[config.mk]
export PLATFORM = sky130hd
export DESIGN_NAME = strength_resolver
export DESIGN_NICKNAME = d
export VERILOG_FILES = /design/src/rtl/strength_resolver_pkg.sv /design/src/rtl/strength_resolver_bit_resolve.sv /design/src/rtl/strength_resolver.sv
export SDC_FILE = /design/constraint.sdc
export NUM_CORES = 1
export LEC_CHECK = 0
export BUFFER_PORTS_ARGS = -buffer_cell sky130_fd_sc_hd__buf_2
export CAP_MARGIN = 10
export CORE_MARGIN = 4
export CORE_UTILIZATION = 55
export DETAILED_ROUTE_END_ITERATION = 8
export GPL_ROUTABILITY_DRIVEN = 1
export GPL_TIMING_DRIVEN = 0
export PLACE_DENSITY = 0.83
export SYNTH_ARGS = -nofsm -noshare
export SYNTH_HDL_FRONTEND = slang
export SYNTH_SLANG_ARGS = --single-unit
export TNS_END_PERCENT = 20
[constraint.sdc]
create_clock -name clk -period 7.9 [get_ports clk]
set_input_delay 0.79 -clock clk [delete_from_list [all_inputs] [get_ports clk]]
set_output_delay 0.79 -clock clk [all_outputs]
set_load 0.05 [all_outputs]
[src/rtl/strength_resolver_pkg.sv]
// Shared types for the signal-strength resolver: strength codes, settle FSM states
// and the per-driver strength selection helper.
package strength_pkg;

    localparam int STR_W = 3;

    typedef enum logic [2:0] {
        HIGHZ  = 3'd0,
        SMALL  = 3'd1,
        MEDIUM = 3'd2,
        WEAK   = 3'd3,
        LARGE  = 3'd4,
        PULL   = 3'd5,
        STRONG = 3'd6,
        SUPPLY = 3'd7
    } strength_t;

    typedef enum logic {
        UNSETTLED = 1'b0,
        SETTLED   = 1'b1
    } settle_state_t;

    // Strength a driver applies to one bit, chosen by the value it drives.
    function automatic logic [STR_W-1:0] sel_strength(input logic v,
                                                       input logic [STR_W-1:0] s0,
                                                       input logic [STR_W-1:0] s1);
        return v ? s1 : s0;
    endfunction

endpackage

[src/rtl/strength_resolver_bit_resolve.sv]
// Combinational resolution of one net bit across N_DRV drivers.
// The winner index port exists only when STRENGTH_RESOLVER_WINNER_EN is defined.
module strength_bit_resolve
    import strength_pkg::*;
#(
    parameter int N_DRV = 2,
    parameter int ID_W  = (N_DRV > 1) ? $clog2(N_DRV) : 1
) (
    input  logic [N_DRV-1:0]       en,
    input  logic [N_DRV-1:0]       val,
    input  logic [N_DRV*STR_W-1:0] str,
    output logic                   res_val,
    output logic                   res_x,
    output logic                   res_z,
    output logic [STR_W-1:0]       res_str
`ifdef STRENGTH_RESOLVER_WINNER_EN
    ,
    output logic [ID_W-1:0]        res_win
`endif
);

    logic [STR_W-1:0] eff_s [N_DRV];
    logic [STR_W-1:0] max_s;
    logic             seen_s;
    logic             first_s;
    logic             x_s;
`ifdef STRENGTH_RESOLVER_WINNER_EN
    logic [ID_W-1:0]  win_s;
`endif

    // Find the strongest driver level, then check the drivers at that level agree.
    always_comb begin
        max_s   = 3'd0;
        seen_s  = 1'b0;
        first_s = 1'b0;
        x_s     = 1'b0;
`ifdef STRENGTH_RESOLVER_WINNER_EN
        win_s   = {ID_W{1'b0}};
`endif
        for (int i = 0; i < N_DRV; i++) begin
            eff_s[i] = en[i] ? str[i*STR_W +: STR_W] : 3'd0;
            if (eff_s[i] > max_s) begin
                max_s = eff_s[i];
            end else begin
                max_s = max_s;
            end
        end
        // Lowest index at the top level sets the reference value and the winner.
        for (int i = 0; i < N_DRV; i++) begin
            if ((max_s != 3'd0) && (eff_s[i] == max_s)) begin
                if (!seen_s) begin
                    seen_s  = 1'b1;
                    first_s = val[i];
`ifdef STRENGTH_RESOLVER_WINNER_EN
                    win_s   = ID_W'(i);
`endif
                end else if (val[i] != first_s) begin
                    x_s = 1'b1;
                end else begin
                    x_s = x_s;
                end
            end else begin
                seen_s = seen_s;
            end
        end
        res_z   = (max_s == 3'd0);
        res_x   = x_s;
        res_str = max_s;
        res_val = seen_s & ~x_s & first_s;
`ifdef STRENGTH_RESOLVER_WINNER_EN
        res_win = win_s;
`endif
    end

endmodule

[src/rtl/strength_resolver.sv]
// N-driver multi-bit strength resolver with registered outputs, settle FSM and a
// saturating conflict counter. Define STRENGTH_RESOLVER_WINNER_EN to add win_id.
module strength_resolver
    import strength_pkg::*;
#(
    parameter int N_DRV      = 2,
    parameter int WIDTH      = 1,
    parameter int SETTLE_CYC = 4,
    parameter int CNT_W      = 8
) (
    input  logic                   clk,
    input  logic                   rst_n,
    input  logic [N_DRV-1:0]       drv_en,
    input  logic [N_DRV*WIDTH-1:0] drv_val,
    input  logic [N_DRV*3-1:0]     drv_s0,
    input  logic [N_DRV*3-1:0]     drv_s1,
    input  logic                   clr_cnt,
    output logic [WIDTH-1:0]       out_val,
    output logic [WIDTH-1:0]       out_x,
    output logic [WIDTH-1:0]       out_z,
    output logic [WIDTH*3-1:0]     out_str,
    output logic                   changed,
    output logic                   settled,
    output logic                   conflict,
    output logic [CNT_W-1:0]       conflict_cnt
`ifdef STRENGTH_RESOLVER_WINNER_EN
    ,
    output logic [WIDTH*((N_DRV > 1) ? $clog2(N_DRV) : 1)-1:0] win_id
`endif
);

    localparam int ID_W = (N_DRV > 1) ? $clog2(N_DRV) : 1;
    localparam int SC_W = (SETTLE_CYC > 1) ? $clog2(SETTLE_CYC) : 1;
    localparam logic [SC_W-1:0]  STAB_LAST = SC_W'(SETTLE_CYC - 1);
    localparam logic [CNT_W-1:0] CNT_MAX   = {CNT_W{1'b1}};

    logic [WIDTH-1:0]       nv_s, nx_s, nz_s;
    logic [WIDTH*STR_W-1:0] nstr_s;
    logic                   diff_s;
    logic [WIDTH-1:0]       out_val_r, out_x_r, out_z_r;
    logic [WIDTH*STR_W-1:0] out_str_r;
    logic                   changed_r, conflict_r, settled_s;
    logic [CNT_W-1:0]       cnt_r;
    settle_state_t          state_r, state_nxt_s;
    logic [SC_W-1:0]        stab_r, stab_nxt_s;
`ifdef STRENGTH_RESOLVER_WINNER_EN
    logic [WIDTH*ID_W-1:0]  nwin_s, win_r;
`endif

    for (genvar b = 0; b < WIDTH; b++) begin : g_bit
        logic [N_DRV-1:0]       bval_s;
        logic [N_DRV*STR_W-1:0] bstr_s;
        for (genvar d = 0; d < N_DRV; d++) begin : g_drv
            assign bval_s[d] = drv_val[d*WIDTH + b];
            assign bstr_s[d*STR_W +: STR_W] =
                sel_strength(bval_s[d], drv_s0[d*3 +: 3], drv_s1[d*3 +: 3]);
        end
        strength_bit_resolve #(.N_DRV(N_DRV), .ID_W(ID_W)) u_res (
            .en      (drv_en),
            .val     (bval_s),
            .str     (bstr_s),
            .res_val (nv_s[b]),
            .res_x   (nx_s[b]),
            .res_z   (nz_s[b]),
            .res_str (nstr_s[b*STR_W +: STR_W])
`ifdef STRENGTH_RESOLVER_WINNER_EN
            ,
            .res_win (nwin_s[b*ID_W +: ID_W])
`endif
        );
    end

    // out_str is deliberately excluded: a strength-only change is not a new word.
    assign diff_s = ({nv_s, nx_s, nz_s} != {out_val_r, out_x_r, out_z_r});

    // Output word, change pulse and conflict flag register.
    always_ff @(posedge clk) begin
        if (!rst_n) begin
            out_val_r  <= {WIDTH{1'b0}};
            out_x_r    <= {WIDTH{1'b0}};
            out_z_r    <= {WIDTH{1'b1}};
            out_str_r  <= {(WIDTH*STR_W){1'b0}};
            changed_r  <= 1'b0;
            conflict_r <= 1'b0;
`ifdef STRENGTH_RESOLVER_WINNER_EN
            win_r      <= {(WIDTH*ID_W){1'b0}};
`endif
        end else begin
            out_val_r  <= nv_s;
            out_x_r    <= nx_s;
            out_z_r    <= nz_s;
            out_str_r  <= nstr_s;
            changed_r  <= diff_s;
            conflict_r <= |nx_s;
`ifdef STRENGTH_RESOLVER_WINNER_EN
            win_r      <= nwin_s;
`endif
        end
    end

    // Saturating conflict counter; clear wins over a simultaneous conflict.
    always_ff @(posedge clk) begin
        if (!rst_n) begin
            cnt_r <= {CNT_W{1'b0}};
        end else if (clr_cnt) begin
            cnt_r <= {CNT_W{1'b0}};
        end else if ((|nx_s) && (cnt_r != CNT_MAX)) begin
            cnt_r <= cnt_r + CNT_W'(1);
        end else begin
            cnt_r <= cnt_r;
        end
    end

    // Settle FSM state and stability counter register.
    always_ff @(posedge clk) begin
        if (!rst_n) begin
            state_r <= UNSETTLED;
            stab_r  <= {SC_W{1'b0}};
        end else begin
            state_r <= state_nxt_s;
            stab_r  <= stab_nxt_s;
        end
    end

    // Settle FSM next-state logic.
    always_comb begin
        state_nxt_s = state_r;
        stab_nxt_s  = stab_r;
        case (state_r)
            UNSETTLED: begin
                if (diff_s) begin
                    stab_nxt_s = {SC_W{1'b0}};
                end else if (stab_r == STAB_LAST) begin
                    state_nxt_s = SETTLED;
                    stab_nxt_s  = {SC_W{1'b0}};
                end else begin
                    stab_nxt_s = stab_r + SC_W'(1);
                end
            end
            SETTLED: begin
                if (diff_s) begin
                    state_nxt_s = UNSETTLED;
                    stab_nxt_s  = {SC_W{1'b0}};
                end else begin
                    state_nxt_s = SETTLED;
                end
            end
            default: begin
                state_nxt_s = UNSETTLED;
                stab_nxt_s  = {SC_W{1'b0}};
            end
        endcase
    end

    // Settle FSM output decode.
    always_comb begin
        case (state_r)
            SETTLED: settled_s = 1'b1;
            default: settled_s = 1'b0;
        endcase
    end

    assign out_val      = out_val_r;
    assign out_x        = out_x_r;
    assign out_z        = out_z_r;
    assign out_str      = out_str_r;
    assign changed      = changed_r;
    assign settled      = settled_s;
    assign conflict     = conflict_r;
    assign conflict_cnt = cnt_r;
`ifdef STRENGTH_RESOLVER_WINNER_EN
    assign win_id       = win_r;
`endif

endmodule
==> out/results.tsv <==
stage	metric	value	unit
clocking	clk_latency	300	ps
synth	syn_nets	167	
timing	worst_pin_slew	463	ps
timing	post-route-min-period	3250	ps
grt	grt_pass1_vias	1202	
timing	drv_slew	0	
die	ios	36	
power_and_ir_drop	ir_drop	0.165	mV
routing	drt_drc_violations_left	0	
grt	grt_pass1_wl	5.00	mm
synth	synth_edf_count	0	
clocking	cts_hold_repair.buffers	0	
hold_path	min_path_type	register to register	
timing	slew_headroom	69.1	%
clocking	cts_tree	yes	
routing	vias_per_cell	6.05	
placement	dpl.hpwl	2.37	mm
setup_path	crit_top_cell	o31a_1	
timing	fin_crit_sh	41.1	%
placement	io_buffers	33	
synth	yosysWarnings	0	
setup_path	worstSetupEndpointType	register	
synth	synth_top_area_cell	dfxtp_1	
die	core_area	2190	µm²
synth	ys_top_cells_by_count	dfxtp_1, nor2_1, nand2_1	
die	dieWidth	55.8	µm
synth	ys_types	44	
final_layout	final_util	68.1	%
synth	avgSynthCellArea	8.71	µm²
placement	place_area	1460	µm²
timing	fin_tns_setup	0	ps
routing	via_count	1264	
setup_path	critPathLaunchType	input port	
setup_path	cp_max_fo	9	
clocking	cts-root-buf	clkbuf_4	
setup_path	r2r_start	conflict_cnt[2]	
routing	route.final.wire_length	3.01	mm
clocking	cts_buffer_depth	2	
clocking	ctsResizeCount	0	
routing	dr.pass1.iters	4	
hold_path	hold_end	conflict_cnt[6]	
die	die-area	3110	µm²
clocking	clk_pin_slew	100	ps
timing	clock_skew	3.95	ps
timing	rsz0062_at_grt	no	
synth	synth_area_leaders	dfxtp_1, nor2_1, xnor2_1	
die	fp-row-count	17	
synth	synth_seq_cells	18	
clocking	cts_setup_buffers	0	
setup_path	worstPathRequired	8100	ps
final_layout	drive_above_1_share	28.7	%
power_and_ir_drop	p_per_area	174	nW/µm²
outcome	status	finished clean	
clocking	cts_num_sinks	18	
power_and_ir_drop	p_leak	0.684	nW
routing	first_iter_violations	31	
setup_path	r2r_cells	7	
synth	ys_seq_area_share	28.7	%
final_layout	layout.nets	205	
synth	synth_ff_type	dfxtp_1	
setup_path	crit_path_max_incr_delay	380	ps
placement	gp_congestion	0.900	
placement	pre_cts_slack	4360	ps
synth	synth-async-reset-ratio	0	%
setup_path	crit_arrival	3440	ps
timing	finalSetupViolCount	0	
hold_path	hp-start	conflict_cnt[6]	
synth	postSynthCellCount	144	
grt	track_usage	19.6	%
die	die_h	55.8	µm
clocking	cts_inserted_buffers	3	
synth	syn_area	1250	µm²
grt	overflow	0	
die	initial_core_util	57.3	%
setup_path	crit_path_cell_trace	buf_6 -> mux2i_1 -> nor2_1 -> ha_1 -> a21o_1 -> a21oi_1 -> a32o_1 -> a22o_1 -> and2_1 -> o31a_1 -> o31a_1	
setup_path	r2r_setup_slack	5860	ps
timing	fin_ws	4650	ps
hold_path	hold_depth	2	
timing	timing.fmax	308	MHz
grt	grt_max_degree	11	
final_layout	final_cell_area	1490	µm²
timing	hold_viol_final	0	
synth	yosysTopAreaCellShare	28.7	%
synth	synth_most_common_cell	dfxtp_1	
routing	routedWlPerCell	14.4	µm
setup_path	crit_start	drv_val[1]	
setup_path	rr_endpoint	conflict_cnt[6]	
grt	antenna_found_initial	0	
run	cap_violations	0	
power_and_ir_drop	power	0.259	mW
final_layout	antenna_cells	0	
final_layout	syn_to_final_growth	18.8	%
routing	drtAntennaViolNets	0	
setup_path	slowest_stage	mux2i_1	
setup_path	crit_type	input port to register	
clocking	h-tree-depth	1	
## placed cells by master (no fill, tap or decap), drive strengths merged, types with 3 or more instances in the layout
master / netlist / routed
a31oi: 3 / 3
nand2: 10 / 10
a211o: 4 / 4
buf: 4 / 37
ha: 4 / 4
mux2: 5 / 5
nor3: 4 / 4
and2: 3 / 3
nand2b: 3 / 3
nand3: 4 / 4
xnor2: 7 / 7
o211ai: 3 / 3
nor2: 17 / 17
dfxtp: 18 / 18
inv: 5 / 5
and3: 7 / 7
a211oi: 5 / 5
a21oi: 7 / 7
mux2i: 5 / 5
clkbuf: 1 / 5
nor4: 3 / 3
## report_power, final
part	switching (mW)	internal, mW
Clock	0.0282	0.0281
Combinational	0.0665	0.0361
Sequential	0.00350	0.0967
## routing by layer
| metal | GRT usage, % | vias to the layer above | wire length, µm |
|---|---|---|---|
| li1 | - | 619 | - |
| met1 | 22.6 | 589 | 1230 |
| met2 | 34.1 | 47 | 1530 |
| met3 | 5.10 | 9 | 205 |
| met4 | 7.99 | 0 | 56 |
| met5 | 0 | - | 0 |
## sequential cells by signal, summed over array words and instances, names as in the netlist
signal and cells:
changed 1, conflict_cnt 8, out_val 1, out_str 3, conflict 1, state_r 1
stab_r 2, out_z 1
## stage by stage
step                std cells  hold WS (ps)
floorplan                 144           586
detailed placement        205           528
CTS                       209           550
finish                    209           544
global placement          205           513
global route              209           587
## worst max-delay path by stage
stage,end,slack [ps],cells past startpoint
finish,changed,4650,11
global placement,changed,4490,11
floorplan,changed,4700,11
global route,stab_r[1],4460,11
CTS,changed,4670,11
detailed placement,changed,4360,11
## kinds of logic (layout without fill, tap and decap cells)
kind of cell,Yosys count,in the layout,synth area share (%)
flip-flops,18,18,28.7
buffers and inverters,10,47,4.49
XOR/XNOR,7,7,4.89
AND/OR/NAND/NOR,57,57,22.9
adder cells (fa/ha/maj),4,4,3.99
AO/OA/AOI/OAI,38,38,25.9
multiplexers,10,10,9.07
## worst max-delay path, delay by kind of cell
family,cells,cell delay [ps]
compound gates,6,1430
mux,1,380
fa+ha+maj,1,380
simple gates,2,330
buf+inv,1,120
## final cells by class
type	count	area (µm²)
Inverter	5	18.8
Tap cell	28	35.0
Buffer	5	37.5
Multi-Input combinational cell	116	838
Sequential cell	18	360
Timing Repair Buffer	33	165
Clock buffer	4	36.3
Fill cell	182	699
Power figures use the tool's default switching activity.
